`config.mk`:
```
export PLATFORM = sky130hd
export DESIGN_NAME = port_slot_scheduler
export DESIGN_NICKNAME = d
export VERILOG_FILES = /design/src/rtl/port_slot_scheduler.sv
export SDC_FILE = /design/constraint.sdc
export NUM_CORES = 1
export LEC_CHECK = 0
export CAP_MARGIN = 30
export CORE_ASPECT_RATIO = 0.75
export CORE_MARGIN = 4
export CORE_UTILIZATION = 64
export DETAILED_ROUTE_END_ITERATION = 7
export PLACE_DENSITY = 0.86
export SYNTH_ARGS = -nofsm -noshare
export SYNTH_HDL_FRONTEND = slang
export SYNTH_SLANG_ARGS = --single-unit
export TNS_END_PERCENT = 50
```
`constraint.sdc`:
```
create_clock -name clk -period 6.2 [get_ports clk]
set_input_delay 1.24 -clock clk [delete_from_list [all_inputs] [get_ports clk]]
set_output_delay 1.24 -clock clk [all_outputs]
set_load 0.01 [all_outputs]
```
`src/rtl/port_slot_scheduler.sv`:
```
// port_slot_scheduler: slot-matched per-port ready generator with per-destination ownership lock
// Ports:
//   clk, rst_n     clock, asynchronous active-low reset
//   slot_en        advance the global slot counter
//   vld_in/rx_in   per-port frame valid and destination index (WIDTH_SEL bits per port)
//   ready_out      per-port grant, combinational from registered state and vld_in/rx_in
//   slot_cnt_out   current slot counter
//   busy_out       per-destination lock
//   err_out        registered pulse: a valid port carries an out-of-range destination
module port_slot_scheduler #(
    parameter int PORT_NUB    = 8,
    parameter int WIDTH_SEL   = $clog2(PORT_NUB),
    parameter int SLOT_OFFSET = 2
) (
    input  logic                          clk,
    input  logic                          rst_n,
    input  logic                          slot_en,
    input  logic [PORT_NUB-1:0]           vld_in,
    input  logic [PORT_NUB*WIDTH_SEL-1:0] rx_in,
    output logic [PORT_NUB-1:0]           ready_out,
    output logic [WIDTH_SEL-1:0]          slot_cnt_out,
    output logic [PORT_NUB-1:0]           busy_out,
    output logic                          err_out
);
    logic [WIDTH_SEL-1:0] slot_cnt;
    logic [WIDTH_SEL-1:0] slot_cnt_d1;
    logic [WIDTH_SEL-1:0] slot_reg [PORT_NUB];
    logic [WIDTH_SEL-1:0] owner    [PORT_NUB];
    logic [WIDTH_SEL-1:0] dst      [PORT_NUB];
    logic [WIDTH_SEL-1:0] rx       [PORT_NUB];
    logic [PORT_NUB-1:0]  lock;
    logic [PORT_NUB-1:0]  vld_f;
    logic [PORT_NUB-1:0]  gnt;
    logic [PORT_NUB-1:0]  sel;
    logic [PORT_NUB-1:0]  taken;
    logic [PORT_NUB-1:0]  rel;
    logic                 err_now;

    assign rel          = vld_f & ~vld_in & gnt;
    assign ready_out    = (gnt & vld_in) | sel;
    assign slot_cnt_out = slot_cnt;
    assign busy_out     = lock;

    // Ports are scanned in index order; taken marks a destination already
    // claimed this cycle so only the lowest requesting port wins it.
    // An out-of-range rx matches no destination and is therefore never selected.
    always_comb begin
        taken   = '0;
        sel     = '0;
        err_now = 1'b0;
        for (int i = 0; i < PORT_NUB; i++) begin
            rx[i]   = rx_in[i*WIDTH_SEL +: WIDTH_SEL];
            err_now = err_now | (vld_in[i] & (int'(rx[i]) >= PORT_NUB));
            for (int d = 0; d < PORT_NUB; d++)
                if (vld_in[i] && !gnt[i] && rx[i] == WIDTH_SEL'(d) && !lock[d] &&
                    !taken[d] && slot_reg[d] == slot_cnt) begin
                    sel[i]   = 1'b1;
                    taken[d] = 1'b1;
                end
        end
    end

    // Releases are applied before grants; a destination being released is
    // still locked this cycle, so no grant can target it in the same cycle.
    always_ff @(posedge clk or negedge rst_n) begin
        if (!rst_n) begin
            slot_cnt    <= '0;
            slot_cnt_d1 <= '0;
            lock        <= '0;
            vld_f       <= '0;
            gnt         <= '0;
            err_out     <= 1'b0;
            for (int d = 0; d < PORT_NUB; d++) begin
                slot_reg[d] <= WIDTH_SEL'((d + SLOT_OFFSET) % PORT_NUB);
                owner[d]    <= '0;
                dst[d]      <= '0;
            end
        end else begin
            if (slot_en)
                slot_cnt <= (slot_cnt == WIDTH_SEL'(PORT_NUB - 1)) ? '0 : slot_cnt + 1'b1;
            slot_cnt_d1 <= slot_cnt;
            vld_f       <= vld_in;
            err_out     <= err_now;
            for (int i = 0; i < PORT_NUB; i++)
                if (rel[i]) begin
                    gnt[i] <= 1'b0;
                    for (int d = 0; d < PORT_NUB; d++)
                        if (dst[i] == WIDTH_SEL'(d) && owner[d] == WIDTH_SEL'(i)) begin
                            slot_reg[d] <= slot_cnt_d1;
                            lock[d]     <= 1'b0;
                        end
                end
            for (int i = 0; i < PORT_NUB; i++)
                if (sel[i]) begin
                    gnt[i] <= 1'b1;
                    dst[i] <= rx[i];
                    for (int d = 0; d < PORT_NUB; d++)
                        if (rx[i] == WIDTH_SEL'(d)) begin
                            lock[d]  <= 1'b1;
                            owner[d] <= WIDTH_SEL'(i);
                        end
                end
        end
    end
endmodule
```
==> results of run 1 <==
## path summary, 6_finish.rpt
check | from | to | depth (start not counted)
hold reg to reg | owner[14] | owner[14] | 2
max in group asynchronous | rst_n | slot_reg[3] | 2
setup / recovery | vld_in[1] | ready_out[4] | 9
min in group asynchronous | rst_n | dst[13] | 1
hold / removal | owner[14] | owner[14] | 2
setup reg to reg | slot_cnt_out[0] | dst[12] | 6
## cell usage after synthesis, types with 7 or more instances
master / number
inv_1: 26
nand4_1: 25
and3_1: 12
nor3_1: 34
xnor2_1: 18
a31oi_1: 9
nand2b_1: 21
nand3b_1: 18
o31ai_1: 7
or4_1: 9
buf_2: 9
nor3b_1: 12
a21oi_1: 20
nor4_1: 21
mux2_2: 43
a21o_1: 11
nor2_1: 49
nand2_1: 77
clkbuf_1: 8
dfrtp_1: 90
or3_1: 10
nor4b_1: 10
nand4b_1: 11
dfstp_2: 12
o41ai_1: 8
nand3_1: 44
nor2b_1: 16
o21ai_0: 40
## through the flow
step	area, µm²	power (mW)	hold slack, ns	util (%)
floorplan	7079	2.395	0.4520	-
global route	8078	3.928	0.5538	76.71
global placement	7762	2.973	0.4898	73.72
CTS	8078	3.670	0.5111	76.71
finish	8078	3.767	0.5162	76.71
detailed placement	7762	3.052	0.4957	73.72
## power by group
part           total (mW)  switching, mW  internal [mW]
sequential           1.52          0.543          0.979
clock               0.616          0.290          0.326
combinational        1.63          0.894          0.735
## layer usage
layer  up-vias  global-route usage, %  share of wire, %
met5         -                      0             0.078
met4         2                  16.77               5.2
met3       161                  16.36                17
met2       651                  57.72                42
met1      3474                  54.34                36
li1       3124                      -                 -
## layout make-up
cell class                      instances  share of cell area, %
Multi-Input combinational cell        644                  53.44
Sequential cell                       102                  31.78
Timing Repair Buffer                   64                  7.559
Inverter                               26                  1.208
Clock buffer                           10                  2.835
Clock inverter                          6                  1.069
Tap cell                              136                  2.107
## worst min-delay path, delay by kind of cell, from the launching register on
family	cells	cell delay, ns
flip-flops	1	0.37
AND/OR/NAND/NOR	2	0.12
## cells by family (layout without fill, tap and decap cells)
logic type	after synthesis	after routing	share of synthesized area, %
XOR/XNOR	24	24	2.969
buffers and inverters	46	106	2.757
flip-flops	102	102	36.27
AO/OA/AOI/OAI	155	155	15.08
AND/OR/NAND/NOR	416	416	35.05
multiplexers	46	46	7.476
adder cells (fa/ha/maj)	2	2	0.3534
other	1	1	0.05297
## cells in the final DEF (no fill, tap or decap), types with 9 or more instances in the layout
master,count
nand2b_1,21
nand3b_1,18
nor4b_1,10
mux2_2,43
dfrtp_1,90
buf_4,12
nand2_1,77
a31oi_1,9
clkbuf_16,9
or3_1,10
a21o_1,11
inv_1,26
nor3_1,34
or4_1,9
nor2_1,49
nand4b_1,11
clkdlybuf4s50_1,52
a21oi_1,20
nand4_1,25
xnor2_1,18
nor4_1,21
and3_1,12
nor3b_1,12
dfstp_2,12
o21ai_0,40
nor2b_1,16
nand3_1,44
==> impl_metrics.ini, run 1 <==
[critical_path]
critical-path-max-stage-delay_ns = 0.63
crit_chain = clkdlybuf4s50_1 > nand3b_1 > nor3_1 > o41ai_2 > nand3_1 > nand3_1 > or3_1 > a21o_2 > clkdlybuf4s50_1
r2r_setup_slack_ns = 3.09
cp.arrival_ns = 4.48
critPathKind = input port to output pin
cp_num_buf_inv = 2
critPathCaptureType = output pin
slowest_stage = clkdlybuf4s50_1
required_ns = 4.96
cp_top_family = simple AND/OR/NAND/NOR gates
start_kind = input port
cp_max_fo = 8

[placement]
gp_congestion = 1.150
dp.cells = 972
dp_slack_ns = 0.6284
io_buffers = 53
dp_hpwl_mm = 19.92

[drt]
totalWireLength_mm = 25.59
vias = 7412
viasPerCell = 7.502
firstDrtPassIters = 8
dr.first_iter.drc_count = 1329
postRouteAntennaNets = 0
drc_errors = 8
detail_route.wl_per_cell_um = 25.90

[layout]
antenna_cells = 0
register_area_um2 = 2567
area_delta_synth_final_pct = 14.10
multi_input_area_um2 = 4317
layout-drive-gt1-share_pct = 13.03
fillCellCount = 749
nets = 884
instances_no_fill = 988

[timing]
setup_viol = 0
finalClockSkew_ns = 0.01269
setup_slack_ns = 0.4832
fin_crit_sh_pct = 92.21
rsz0062_at_grt = false
hold_viol_final = 0
worst_pin_slew_ns = 1.092
max_freq_mhz = 174.9
final.setup.tns_ns = 0
slew_violations = 0
max_slew_margin_pct = 26.24
fin_crit_ns = 5.717

[clock_tree]
numClockSinks = 102
clk_latency_ns = 0.36
clockBufferDepth = 2
cts_buffers = 9
clk_pin_slew_ns = 0.07
ctsResizeCount = 0
ctsHoldBuffers = 0
cts_tree = done
root_buffer = clkbuf_16
cts_setup_buffers = 0
cts_max_level = 3

[floorplanning]
dieHeight_um = 99.08
die_w_um = 129.4
fp-row-count = 32
dieArea_um2 = 12830
ios = 55
core-area_um2 = 10530
start_util_pct = 67.23

[logic_synthesis]
netlist_instances = 792
synth_fp_nets = 829
synth-edff-count = 0
ys_types = 83
avgSynthCellArea_um2 = 8.938
syn-cell-area_um2 = 7079
yosysTopAreaCell = dfrtp_1
yosys-top-cells-area = dfrtp_1 (32%), mux2_2 (6.8%), dfstp_2 (4.5%)
yosys_warnings = 0
ys_async_sr_fraction_pct = 100.0
ys.flop_type = dfrtp_1
yosysTopAreaCellShare_pct = 31.81
ys_seq_area_share_pct = 36.27
ys_ff_latch = 102

[global_routing]
gr-total-overflow = 0
track_usage_pct = 40.33
grt_max_degree = 54
antenna_found_initial = 1
grt_pass1_wl_mm = 39.59
grt_pass1_vias = 7075

[power_and_ir_drop]
p_per_area_nw_per_um2 = 466.3
ir_worst_vdd_uv = 388.1
power_leakage_nw = 3.347

[min_path]
hold_path.class = flip-flop to flip-flop

[status]
run_status = complete, but fails checks
violations = design-rule violations

[flow_run]
max_cap_viol_count = 0
Power figures use the tool's default switching activity.
==> run 2, diff against run 1 <==
--- a/config.mk
+++ b/config.mk
@@ -5,7 +5,6 @@
 export SDC_FILE = /design/constraint.sdc
 export NUM_CORES = 1
 export LEC_CHECK = 0
-export CAP_MARGIN = 30
 export CORE_ASPECT_RATIO = 0.75
 export CORE_MARGIN = 4
 export CORE_UTILIZATION = 64
==> results of run 2 <==
No change in the layout: final DEF, timing and power equal those of run 1.
==> edit 1: new RTL, settings of run 2 <==
Register the output `slot_cnt_out` once more; this adds one clock of latency there. The other outputs are not delayed to match.
--- a/src/rtl/port_slot_scheduler.sv
+++ b/src/rtl/port_slot_scheduler.sv
@@ -39,5 +39,7 @@
     assign rel          = vld_f & ~vld_in & gnt;
     assign ready_out    = (gnt & vld_in) | sel;
-    assign slot_cnt_out = slot_cnt;
+    always_ff @(posedge clk) begin
+        slot_cnt_out <= slot_cnt;
+    end
     assign busy_out     = lock;
 
Formal check against the unedited RTL: not equivalent (a bounded check fails within 4 cycles, from zero or initial values and one cycle with rst_n low).
==> edit 1 against run 2 <==
- the run still ends with DRC left
- first-iteration DRC count fell by 4.4%
- setup slack lost 0.068 ns
- total power shrank 1.6%
- sequential cell count rose by 3
- count of clock-buffer cells in the layout rose by 1
- wire length is 6.2% higher
- critical endpoint is now ready_out[7]
- cell area increased by 0.60%
- area after synthesis increased by 0.64%
- clock power fell by 2%
==> edit 1: results (changes against run 2) <==
failing checks - DRC
final net count - 907 (+2.6%)
P_int - 2.028 mW (-0.58%)
via count of the first global-routing pass - 6976 (-1.4%)
Initial DRC Count - 1271 (-4.4%)
dpl cell area - 7823 µm² (+0.77%)
Post-Place Worst Slack - 0.5708 ns (-0.05758 ns)
Critical Path Fanout Max - 11 (+3)
Critical Path AT - 4.54 ns (+0.06 ns)
antenna violations before repair - 0 (-1)
Worst path slowest cell - o41ai_1
max_slew headroom - 0.1135 (-0.1488)
gr usage total - 0.4255 (+0.02214)
largest cells by area after synthesis - dfrtp_1, mux2_2, nand2_1
Synth async-reset ratio - 0.9714 (-0.02857)
HPWL after detailed placement - 21010 µm (+5.5%)
Post-synth top cells - nand2_1, dfrtp_1, nor2_1
Placer Congestion - 1.131 (-1.7%)
Clock Skew - 0.009131 ns (-0.003556 ns)
Leakage - 3.298 nW (-1.5%)
Layout Cells excl Fill - 1015 (+2.7%)
critical path's largest stage delay - 0.87 ns (+0.24 ns)
layout cells sized above 1 - 0.1246 (-0.005710)
Max IR drop VDD - 0.3272 mV (-16%)
post-synthesis sequential area ratio - 0.3688 (+0.006137)
DRC viols - 4 (-4)
final WL - 27180 µm (+6.2%)
run status - finished, violations left
post-synth cell types - 82 (-1.2%)
## edit 1: path summary, 6_finish.rpt
check	slack, ns	start	cells after the start	end
max reg2reg	2.77	slot_cnt[1]	8	dst[10]
max in group asynchronous	4.10	rst_n	2	slot_cnt[0]
min	0.52	dst[20]	1	dst[20]
max	0.42	vld_in[2]	9	ready_out[7]
min reg2reg	0.52	dst[20]	1	dst[20]
min in group asynchronous	0.83	rst_n	1	dst[9]
## edit 1: logic make-up (layout without fill, tap and decap cells)
| family | Yosys count | in the layout | synth area share |
|---|---|---|---|
| AO/OA/AOI/OAI | 158 | 158 | 0.1565 |
| XOR/XNOR | 24 | 24 | 0.02950 |
| adder cells (fa/ha/maj) | 2 | 2 | 0.003512 |
| buffers and inverters | 42 | 103 | 0.02388 |
| flip-flops | 105 | 105 | 0.3688 |
| multiplexers | 42 | 42 | 0.06639 |
| other | 1 | 1 | 0.0005264 |
| AND/OR/NAND/NOR | 440 | 440 | 0.3509 |
## edit 1: cell type report
class                      count  area (µm²)  share of cell area
tap                          140       175.2             0.02156
clock buffer                  11       242.7             0.02987
inverter                      24       90.09             0.01109
multi-input combinational    667        4327              0.5324
clock inverter                 5       61.31            0.007544
timing repair buffer          63       603.1             0.07421
sequential                   105        2628              0.3233
## edit 1: metal layers
metal / routed length, µm / up-vias / track usage
li1: - / 3181 / -
met1: 11000 / 3546 / 0.6281
met2: 10280 / 709 / 0.5545
met3: 4292 / 133 / 0.1648
met4: 1607 / 0 / 0.1725
met5: 0 / - / 0
## edit 1: power groups by stage
stage | Combinational [mW] | Clock, mW | Sequential [mW]
floorplan | 1.09 | 0 | 1.24
global placement | 1.43 | 0 | 1.49
detailed placement | 1.48 | 0 | 1.52
CTS | 1.49 | 0.599 | 1.51
global route | 1.65 | 0.628 | 1.57
finish | 1.55 | 0.601 | 1.56
==> edit 2: new RTL, settings of run 2 <==
Made on the original files. The parameter `PORT_NUB` goes from 8 to 4.
--- a/src/rtl/port_slot_scheduler.sv
+++ b/src/rtl/port_slot_scheduler.sv
@@ -9,5 +9,5 @@
 //   err_out        registered pulse: a valid port carries an out-of-range destination
 module port_slot_scheduler #(
-    parameter int PORT_NUB    = 8,
+    parameter int PORT_NUB    = 4,
     parameter int WIDTH_SEL   = $clog2(PORT_NUB),
     parameter int SLOT_OFFSET = 2
Ports: changed (5 resized); port bits go from 55 to 26. No check against the original RTL was run, so the function may have changed too.
==> edit 2 against run 2 <==
- sequential cell count down 62
- via count shrank 72%
- count of clock-buffer cells in the layout decreased by 4
- total power down 67%
- wire length decreased by 77%
- die area fell by 64%
- setup slack better by 0.62 ns
- area after synthesis fell by 67%
- cell area shrank 67%
- largest cell class unchanged
==> edit 2: results (changes against run 2) <==
run status - finished clean
post-synthesis sequential area ratio - 0.4318 (+0.06912)
antenna violations before repair - 0 (-1)
via count of the first global-routing pass - 1965 (-72%)
Placer Congestion - 0.9414 (-18%)
placed cells - 308 (-68%)
met3 wire len - 607 µm (-86%)
grt met1 use - 0.3950 (-0.1484)
Hold Crit Depth - 1 (-1)
Critical Path AT - 3.86 ns (-0.62 ns)
worst-case reg-to-reg path depth - 5 (-1)
critical path's largest stage delay - 0.59 ns (-0.04 ns)
adder-cell share of the synthesized area - 0.005371 (+0.001836)
fillcell total - 234 (-69%)
post-synthesis compound-gate area fraction - 0.1805 (+0.02969)
reg2reg end - dst[3]
clk_lat worst skew - 0.28 ns (-0.08 ns)
final WL - 5856 µm (-77%)
Hold Path End - dst[4]
wire length on met2 - 2476 µm (-77%)
largest net degree at the start of global routing - 41 (-24%)
origin of the critical flop-to-flop path - gnt[2]
Post-Place Worst Slack - 1.223 ns (+0.5945 ns)
Post-synth top cells - dfrtp_1, a21oi_1, nand2_1
Initial DRC Count - 242 (-82%)
via/cell ratio - 6.663 (-11%)
post-synthesis mux area share - 0.04834 (-0.02643)
post-synth net total - 258 (-69%)
Root Driver - clkbuf_8
Pre-antenna DRT Iters - 5 (-3)
global-route wire length before repair - 9763 µm (-75%)
met2 GRT Util - 0.4000 (-0.1772)
dpl cell area - 2576 µm² (-67%)
HPWL after detailed placement - 4558 µm (-77%)
Post-Synth XOR/XNOR Area - 0.03008 (+0.0003827)
Clock Skew - 0.007426 ns (-0.005260 ns)
M3 GR Usage - 0.06476 (-0.09884)
via count - 2099 (-72%)
H-tree levels - 2 (-1)
Max IR drop VDD - 0.3574 mV (-7.9%)
Synth Instances - 242 (-69%)
edit 2: cell count changes after synthesis, sizes merged, moves of 12 or more:
cell	run 2	this run
xnor2	18	2
nor3	35	9
nand4	26	6
nand2b	21	7
inv	26	13
o21ai	40	9
mux2	46	10
nor4	26	3
dfrtp	90	36
nor2	49	13
nand3	46	6
nand2	77	17
nor2b	16	0
and3	12	0
edit 2: kinds of logic after synthesis:
logic type               after synthesis
AND/OR/NAND/NOR                      100
AO/OA/AOI/OAI                         61
flip-flops                            40
buffers and inverters                 21
multiplexers                          10
XOR/XNOR                               8
adder cells (fa/ha/maj)                1
other                                  1
edit 2: cell type report:
cell class,instances,area [µm²],area share
Clock buffer,6,72.57,0.02735
Multi-Input combinational cell,181,1224,0.4611
Sequential cell,40,1006,0.3791
Timing Repair Buffer,24,235.2,0.08864
Clock inverter,1,5.005,0.001886
Inverter,13,48.80,0.01839
Tap cell,50,62.56,0.02357
edit 2: power by group:
part	internal, mW	total, mW	switching [mW]	leakage [nW]
Sequential	0.387	0.544	0.157	0.477
Clock	0.0765	0.159	0.0827	0.0410
Combinational	0.258	0.559	0.301	0.611
Total	0.722	1.26	0.540	1.13
edit 2: worst reg2reg max path, delay by kind of cell, from the launching register on:
family | cells | cell delay (ns)
compound gates | 2 | 0.37
simple gates | 3 | 1.21
flops | 1 | 0.45
edit 2: how the worst max path moves through the flow:
stage	from	to	slack, ns	cells past startpoint
2_1_floorplan	rx_in[5]	ready_out[2]	2.48	5
5_1_grt	vld_in[2]	ready_out[2]	0.89	7
6_report	vld_in[2]	ready_out[2]	1.10	7
3_5_place_dp	vld_in[2]	ready_out[2]	1.22	7
4_1_cts	vld_in[2]	ready_out[2]	1.19	7
3_3_place_gp	vld_in[3]	ready_out[3]	1.33	7
